`config.mk`:
```
export PLATFORM = sky130hd
export DESIGN_NAME = dffram_bist
export DESIGN_NICKNAME = d
export VERILOG_FILES = /design/src/rtl/dffram_bist.sv
export SDC_FILE = /design/constraint.sdc
export NUM_CORES = 1
export LEC_CHECK = 0
export CELL_PAD_IN_SITES_DETAIL_PLACEMENT = 1
export CELL_PAD_IN_SITES_GLOBAL_PLACEMENT = 1
export CORE_ASPECT_RATIO = 0.7
export CORE_MARGIN = 5
export CORE_UTILIZATION = 32
export CTS_CLUSTER_SIZE = 20
export DETAILED_ROUTE_END_ITERATION = 8
export PLACE_DENSITY_LB_ADDON = 0.3
export SLEW_MARGIN = 5
export SYNTH_ARGS = -nofsm -noshare
export SYNTH_HDL_FRONTEND = slang
export SYNTH_SLANG_ARGS = --single-unit
```
`constraint.sdc`:
```
create_clock -name CLK -period 4.3 [get_ports CLK]
set_input_delay 0.86 -clock CLK [delete_from_list [all_inputs] [get_ports CLK]]
set_output_delay 0.86 -clock CLK [all_outputs]
set_load 0.05 [all_outputs]
```
`src/rtl/dffram_bist.sv`:
```
// March C- built-in self test for a single-port DFFRAM macro.
// Drives the RAM port directly and records the first failing address and element.
module dffram_bist #(
   parameter int                AW    = 9,
   parameter int                DW    = 32,
   parameter int                WSIZE = 4,
   parameter logic [DW-1:0]     BG    = 32'h5555_5555
) (
   input  logic             CLK,
   input  logic             RESETn,
   input  logic             start,
   output logic             busy,
   output logic             done,
   output logic             fail,
   output logic [AW-1:0]    fail_addr,
   output logic [2:0]       fail_elem,
   output logic             EN0,
   output logic [WSIZE-1:0] WE0,
   output logic [AW-1:0]    A0,
   output logic [DW-1:0]    Di0,
   input  logic [DW-1:0]    Do0
);

   typedef enum logic [1:0] {IDLE, RUN, DRAIN, DONE} state_t;

   localparam logic [AW-1:0] ADDR_MAX = '1;
   localparam logic [AW-1:0] ADDR_ONE = AW'(1);
   localparam logic [2:0]    ELEM_LAST = 3'd5;

   state_t          state_q, state_d;
   logic [2:0]      elem_q, elem_d;
   logic [AW-1:0]   addr_q, addr_d;
   logic            wr_q, wr_d;           // current RUN cycle is a write
   logic [DW-1:0]   di_q, di_d;
   logic            cmp_q, cmp_d;         // Do0 carries read data this cycle
   logic [AW-1:0]   cmp_addr_q, cmp_addr_d;
   logic [2:0]      cmp_elem_q, cmp_elem_d;
   logic            fail_q, fail_d;
   logic [AW-1:0]   fail_addr_q, fail_addr_d;
   logic [2:0]      fail_elem_q, fail_elem_d;

   logic            mismatch;
   logic            single_op;
   logic            last_addr;
   logic [2:0]      elem_nxt;

   function automatic logic is_up(input logic [2:0] e);
      return (e == 3'd0) || (e == 3'd1) || (e == 3'd2) || (e == 3'd5);
   endfunction

   // M0/M2/M4 write "0" (BG); M1/M3 write "1".
   function automatic logic [DW-1:0] wpat(input logic [2:0] e);
      return e[0] ? ~BG : BG;
   endfunction

   // M2/M4 expect "1"; M1/M3/M5 expect "0".
   function automatic logic [DW-1:0] rpat(input logic [2:0] e);
      return ((e == 3'd2) || (e == 3'd4)) ? ~BG : BG;
   endfunction

   assign mismatch  = cmp_q && (Do0 != rpat(cmp_elem_q));
   assign single_op = (elem_q == 3'd0) || (elem_q == ELEM_LAST);
   assign last_addr = is_up(elem_q) ? (addr_q == ADDR_MAX) : (addr_q == '0);
   assign elem_nxt  = elem_q + 3'd1;

   // NOTE: every always_comb output gets a default first so no path leaves it unassigned (no latch).
   always_comb begin
      state_d     = state_q;
      elem_d      = elem_q;
      addr_d      = addr_q;
      wr_d        = wr_q;
      cmp_d       = 1'b0;
      cmp_addr_d  = addr_q;
      cmp_elem_d  = elem_q;
      fail_d      = fail_q;
      fail_addr_d = fail_addr_q;
      fail_elem_d = fail_elem_q;

      if (mismatch && !fail_q) begin
         fail_d      = 1'b1;
         fail_addr_d = cmp_addr_q;
         fail_elem_d = cmp_elem_q;
      end

      case (state_q)
         IDLE, DONE: begin
            if (start) begin
               state_d     = RUN;
               elem_d      = 3'd0;
               addr_d      = '0;
               wr_d        = 1'b1;
               fail_d      = 1'b0;
               fail_addr_d = '0;
               fail_elem_d = 3'd0;
            end
         end
         RUN: begin
            cmp_d = !wr_q;
            if (!single_op && !wr_q) begin
               wr_d = 1'b1;
            end else if (last_addr) begin
               if (elem_q == ELEM_LAST) begin
                  state_d = DRAIN;
               end else begin
                  elem_d = elem_nxt;
                  addr_d = is_up(elem_nxt) ? '0 : ADDR_MAX;
                  wr_d   = 1'b0;
               end
            end else begin
               addr_d = is_up(elem_q) ? (addr_q + ADDR_ONE) : (addr_q - ADDR_ONE);
               wr_d   = (elem_q == 3'd0);
            end
         end
         DRAIN: state_d = DONE;
         default: state_d = IDLE;
      endcase

      di_d = (state_d == RUN) ? wpat(elem_d) : '0;
   end

   // NOTE: sequential state uses non-blocking assignments so all flops update from pre-edge values.
   always_ff @(posedge CLK or negedge RESETn) begin
      if (!RESETn) begin
         state_q     <= IDLE;
         elem_q      <= 3'd0;
         addr_q      <= '0;
         wr_q        <= 1'b0;
         di_q        <= '0;
         cmp_q       <= 1'b0;
         cmp_addr_q  <= '0;
         cmp_elem_q  <= 3'd0;
         fail_q      <= 1'b0;
         fail_addr_q <= '0;
         fail_elem_q <= 3'd0;
      end else begin
         state_q     <= state_d;
         elem_q      <= elem_d;
         addr_q      <= addr_d;
         wr_q        <= wr_d;
         di_q        <= di_d;
         cmp_q       <= cmp_d;
         cmp_addr_q  <= cmp_addr_d;
         cmp_elem_q  <= cmp_elem_d;
         fail_q      <= fail_d;
         fail_addr_q <= fail_addr_d;
         fail_elem_q <= fail_elem_d;
      end
   end

   assign busy      = (state_q == RUN) || (state_q == DRAIN);
   assign done      = (state_q == DONE);
   assign fail      = fail_q;
   assign fail_addr = fail_addr_q;
   assign fail_elem = fail_elem_q;
   assign EN0       = (state_q == RUN);
   assign WE0       = {WSIZE{(state_q == RUN) && wr_q}};
   assign A0        = addr_q;
   assign Di0       = di_q;

endmodule

```
# ---- Yosys cells after proc, flatten, opt, wreduce, memory -nomap -nowiden
# Index checks and enable logic that the tools add are counted.
dict set report totals {
  wordCells 96
  ff_bits 73
}
dict set report classes {
  n_eq_ne 20
  mux 36
  n_addsub 3
  reduce_logical 25
}
# cell n
set op_table {}
lappend op_table {{$mux 32} 3}
lappend op_table {{$mux 9} 9}
lappend op_table {{$ne 32x32->1} 1}
lappend op_table {{$mux 3} 7}
lappend op_table {{$pmux 9 s2} 1}
lappend op_table {{$add 9x1->9 const B} 1}
lappend op_table {{$eq 3x2->1 const B} 3}
lappend op_table {{$eq 3x3->1 const B} 3}
lappend op_table {{$eq 9x9->1 const B} 1}
lappend op_table {{$logic_not 9->1} 1}
lappend op_table {{$logic_or 1x1->1} 9}
lappend op_table {{$mux 1} 9}
lappend op_table {{$sub 9x1->9 const B} 1}
lappend op_table {{$mux 2} 4}
lappend op_table {{$eq 3x1->1 const B} 2}
lappend op_table {{$logic_not 3->1} 2}
lappend op_table {{$ne 2x2->1 const B} 3}
lappend op_table {{$pmux 2 s3} 1}
lappend op_table {{$pmux 3 s2} 1}
lappend op_table {{$reduce_and 5->1} 1}
lappend op_table {{$eq 2x1->1 const B} 2}
lappend op_table {{$eq 2x2->1 const B} 2}
lappend op_table {{$logic_and 1x1->1} 4}
lappend op_table {{$ne 4x3->1 const B} 1}
lappend op_table {{other kinds (10)} 12}

# ---- Depth between registers and ports, before layout
dict set report logic_depth {
  ltp_word 10
  mapped_depth 9
  ltp_nobuf 8
}

# ---- Least setup slack after synthesis
# Ideal clock, no wire load.
dict set report synth_timing {
  path_kind {flip-flop to output port}
  startpoint {register state_q[1]}
  endpoint {output WE0[1]}
  setup_slack_ns 0.995
  path_stages_with_launch 6
  arrival_ns 2.445
  path_cell_list {dfrtp_1 -> inv_1 -> ha_1 -> inv_1 -> nor2_1 -> buf_4}
}
dict set report synth_via {
  elab_chain_len 2
}
# element line
set synth_lines {}
lappend synth_lines {{start, declared} 30} ;# state_t state_q, state_d;
lappend synth_lines {{start signal, assigned} 136} ;# state_q <= state_d;
lappend synth_lines {{$eq 2x1->1} --}
lappend synth_lines {{via EN0} 17} ;# output logic EN0,
lappend synth_lines {{$logic_and 1x1->1} 156} ;# assign WE0 = {WSIZE{(state_q == RUN) && wr_q}};
lappend synth_lines {{end, declared} 18} ;# output logic [WSIZE-1:0] WE0,
# The timed path passes the listed nets, and every way through them passes these cells.

# ---- Worst setup path after layout
dict set report layout_timing {
  startpoint {register state_q[1]}
  endpoint {output WE0[3]}
}
dict set report layout_via {
  elab_chain_len 2
}
# element line
set layout_lines {}
lappend layout_lines {{$eq 2x1->1} 156}
lappend layout_lines {{$logic_and 1x1->1} 156}
# No other way between the ends.

==> results.tsv <==
metric	value	unit
clock latency on the worst-skew pair	290	ps
Synth-to-Final Area Change	36.1	%
hold buffers post-CTS	0	
1st-pass router iterations	4	
power density cells	559	mW/mm2
CP arrival	2440	ps
final-stage net count	381	
hold_sp	cmp_addr_q[8]$_DFF_PN0_	
Crit path required time	3440	ps
Die Wd	119	um
total CTS buffers	5	
Lkg Pwr	0.00154	uW
Post-Route Skew	6.14	ps
sequential area share after synthesis	0.402	
ANT cells	0	
distinct cell type count of the synthesized netlist	47	
register bit count reported by yosys	43	
Routed WL	7210	um
Peak VDD IR	425	uV
element type at the critical path start	flop	
Final Cycle Share	0.768	
Core ar.	0.00801	mm2
CTS Root Cell	clkbuf_16	
first-pass GRT wire length	11900	um
fraction of registers with async set/reset	1.00	
Reg2Reg Setup Slack	1480	ps
Detail Route Antenna Nets	0	
GR Util All Layers	0.142	
routed vias	2220	
Synth Flop Type	dfrtp_1	
Initial DRC Count	68	
final hold vios	0	
Setup TNS Final	0	ps
post-synthesis cell area	0.00268	mm2
Synthesized Nets	315	
Max Clock Freq	303	MHz
die area	0.0103	mm2
status	complete, no violations	
clk sink count	43	
Via density	5.12	
worst-margin pin slew	1040	ps
final setup violation count	0	
reg2reg path depth	8	
post-detail-place hpwl	5640	um
GRT overflow	0	
min-delay worst type	reg2reg	
Syn Inst Count	266	
Tmin final	3300	ps
CP max FO	8	
synth warn	0	
htree depth	2	
worst hold path depth	2	
Routed WL per cell	16.6	um
Die Y	86.5	um
FF-to-FF End	A0[8]$_DFFE_PN0P_	
crit path kind	reg2out	
worst flop-to-flop path startpoint	cmp_elem_d[2]$_DFFE_PN0P_	
pre-CTS worst setup slack	1190	ps
syn_area_per_cell	10.1	um2
share of layout cells above drive strength 1	0.0541	
antenna violations before repair	0	
RSZ-0062 raised after global routing	no	
CP endpoint kind	output pin	
Slew HR	0.306	
I/O Buffers	95	
setup ws final	997	ps
CTS tree	built	
starting density of the core	0.334	
Std-Cell Rows	27	
GPL Wtd Cong	0.785	
pin count of the biggest net entering global routing	44	
clk slew on worst S/H paths	70	ps
number of flops mapped to enable cells by yosys	0	
postcts setup bufs	0	
max-cap viol count	0	
worst hold endpoint	fail_addr[8]$_DFF_PN0_	
vias in the first global route	2315	
post-CTS sizing	0	
Longest Clk Path Bufs	2	
Residual DRC	0	
worst setup path startpoint	state_q[1]$_DFF_PN0_	
Max Slew Vio Count	0	
# IOs	96	
cells in the final DEF (no fill, tap or decap), types with 2 or more instances in the layout:
| cell | synthesis | routed |
|---|---|---|
| a211o_1 | 2 | 2 |
| a211oi_1 | 2 | 2 |
| a21o_1 | 8 | 8 |
| a21oi_1 | 16 | 16 |
| a221oi_1 | 2 | 2 |
| a31oi_1 | 2 | 2 |
| clkbuf_16 | 0 | 5 |
| clkdlybuf4s50_1 | 0 | 94 |
| clkinvlp_4 | 0 | 2 |
| dfrtp_1 | 43 | 43 |
| ha_1 | 13 | 13 |
| inv_1 | 14 | 14 |
| mux2i_1 | 12 | 12 |
| nand2_1 | 10 | 10 |
| nand3_1 | 5 | 5 |
| nand4_1 | 6 | 6 |
| nor2_1 | 26 | 26 |
| nor3_1 | 2 | 2 |
| nor4_1 | 4 | 4 |
| nor4bb_1 | 16 | 16 |
| o211ai_1 | 3 | 3 |
| o21ai_0 | 6 | 6 |
| o21ai_1 | 4 | 4 |
| o21ai_2 | 3 | 3 |
| o21bai_1 | 3 | 3 |
| xnor2_1 | 7 | 7 |
power by group:
group          internal (uW)  switching [uW]  leakage, uW  total [uW]
Sequential               460            75.7     0.000584         535
Clock                    217             167    0.0000664         384
Combinational            364             753     0.000891        1120
Total                   1040             995      0.00154        2040
worst max-delay path by stage:
stage	endpoint	slack (ps)	depth (start not counted)
2_1_floorplan	WE0[1]	1000	5
3_3_place_gp	fail_addr[0]$_DFF_PN0_	1290	7
3_5_place_dp	fail_addr[1]$_DFF_PN0_	1190	7
4_1_cts	WE0[3]	1000	5
5_1_grt	WE0[0]	830	5
6_report	WE0[3]	1000	5
flip-flops by register name, summed over array words and instances (netlist names):
| signal | flops |
|---|---|
| A0 | 9 |
| Di0 | 2 |
| cmp_addr_q | 9 |
| cmp_elem_d | 3 |
| cmp_elem_q | 3 |
| cmp_q | 1 |
| fail | 1 |
| fail_addr | 9 |
| fail_elem | 3 |
| state_q | 2 |
| wr_q | 1 |
routing by layer:
layer / vias to the layer above / routed length [um] / GRT usage
met5: - / 0 / 0
met4: 0 / 62 / 0.0410
met3: 6 / 412 / 0.0365
met2: 67 / 3210 / 0.231
met1: 1087 / 3520 / 0.187
li1: 1060 / - / -
critical path, cell delays in order (launching register included):
cell             delay, ps
dfrtp_1                410
inv_1                  110
ha_1                   330
inv_1                  210
nor2_1                 240
clkdlybuf4s50_1        850
logic make-up after synthesis:
group / count (synthesis) / share of synthesized area
simple gates: 78 / 0.180
compound gates: 58 / 0.147
buf+inv: 51 / 0.122
flops: 43 / 0.402
mux: 14 / 0.0547
fa+ha+maj: 14 / 0.0683
xor+xnor: 8 / 0.0262
final cells by class:
type,instances,area (um2)
fill,889,4370
inverter,14,52.6
clock inverter,3,23.8
sequential,43,1080
multi-input combinational,172,1280
timing repair buffer,96,953
clock buffer,5,125
tap,101,126
metrics by stage:
stage           util  total power [uW]  hold slack (ps)  cell area, um2  cells
4_1_cts        0.455              2060              502            3640    434
6_report       0.455              2040              497            3640    434
3_3_place_gp   0.436              1650              471            3490    426
3_5_place_dp   0.436              1660              485            3490    426
5_1_grt        0.455              2130              509            3640    434
2_1_floorplan      -              1390              374            2680    266
cells in the mapped netlist, types with 2 or more instances:
| master | number | area share |
|---|---|---|
| a211o_1 | 2 | 0.0065 |
| a211oi_1 | 2 | 0.0056 |
| a21o_1 | 8 | 0.022 |
| a21oi_1 | 16 | 0.030 |
| a221oi_1 | 2 | 0.0065 |
| a31oi_1 | 2 | 0.0047 |
| buf_2 | 2 | 0.0037 |
| buf_4 | 33 | 0.093 |
| dfrtp_1 | 43 | 0.40 |
| ha_1 | 13 | 0.061 |
| inv_1 | 14 | 0.020 |
| mux2i_1 | 12 | 0.045 |
| nand2_1 | 10 | 0.014 |
| nand3_1 | 5 | 0.0094 |
| nand4_1 | 6 | 0.014 |
| nor2_1 | 26 | 0.036 |
| nor3_1 | 2 | 0.0037 |
| nor4_1 | 4 | 0.0094 |
| nor4bb_1 | 16 | 0.060 |
| o211ai_1 | 3 | 0.0084 |
| o21ai_0 | 6 | 0.011 |
| o21ai_1 | 4 | 0.0075 |
| o21ai_2 | 3 | 0.0098 |
| o21bai_1 | 3 | 0.0084 |
| xnor2_1 | 7 | 0.023 |
Note: power is estimated with default switching activity, not from simulation.
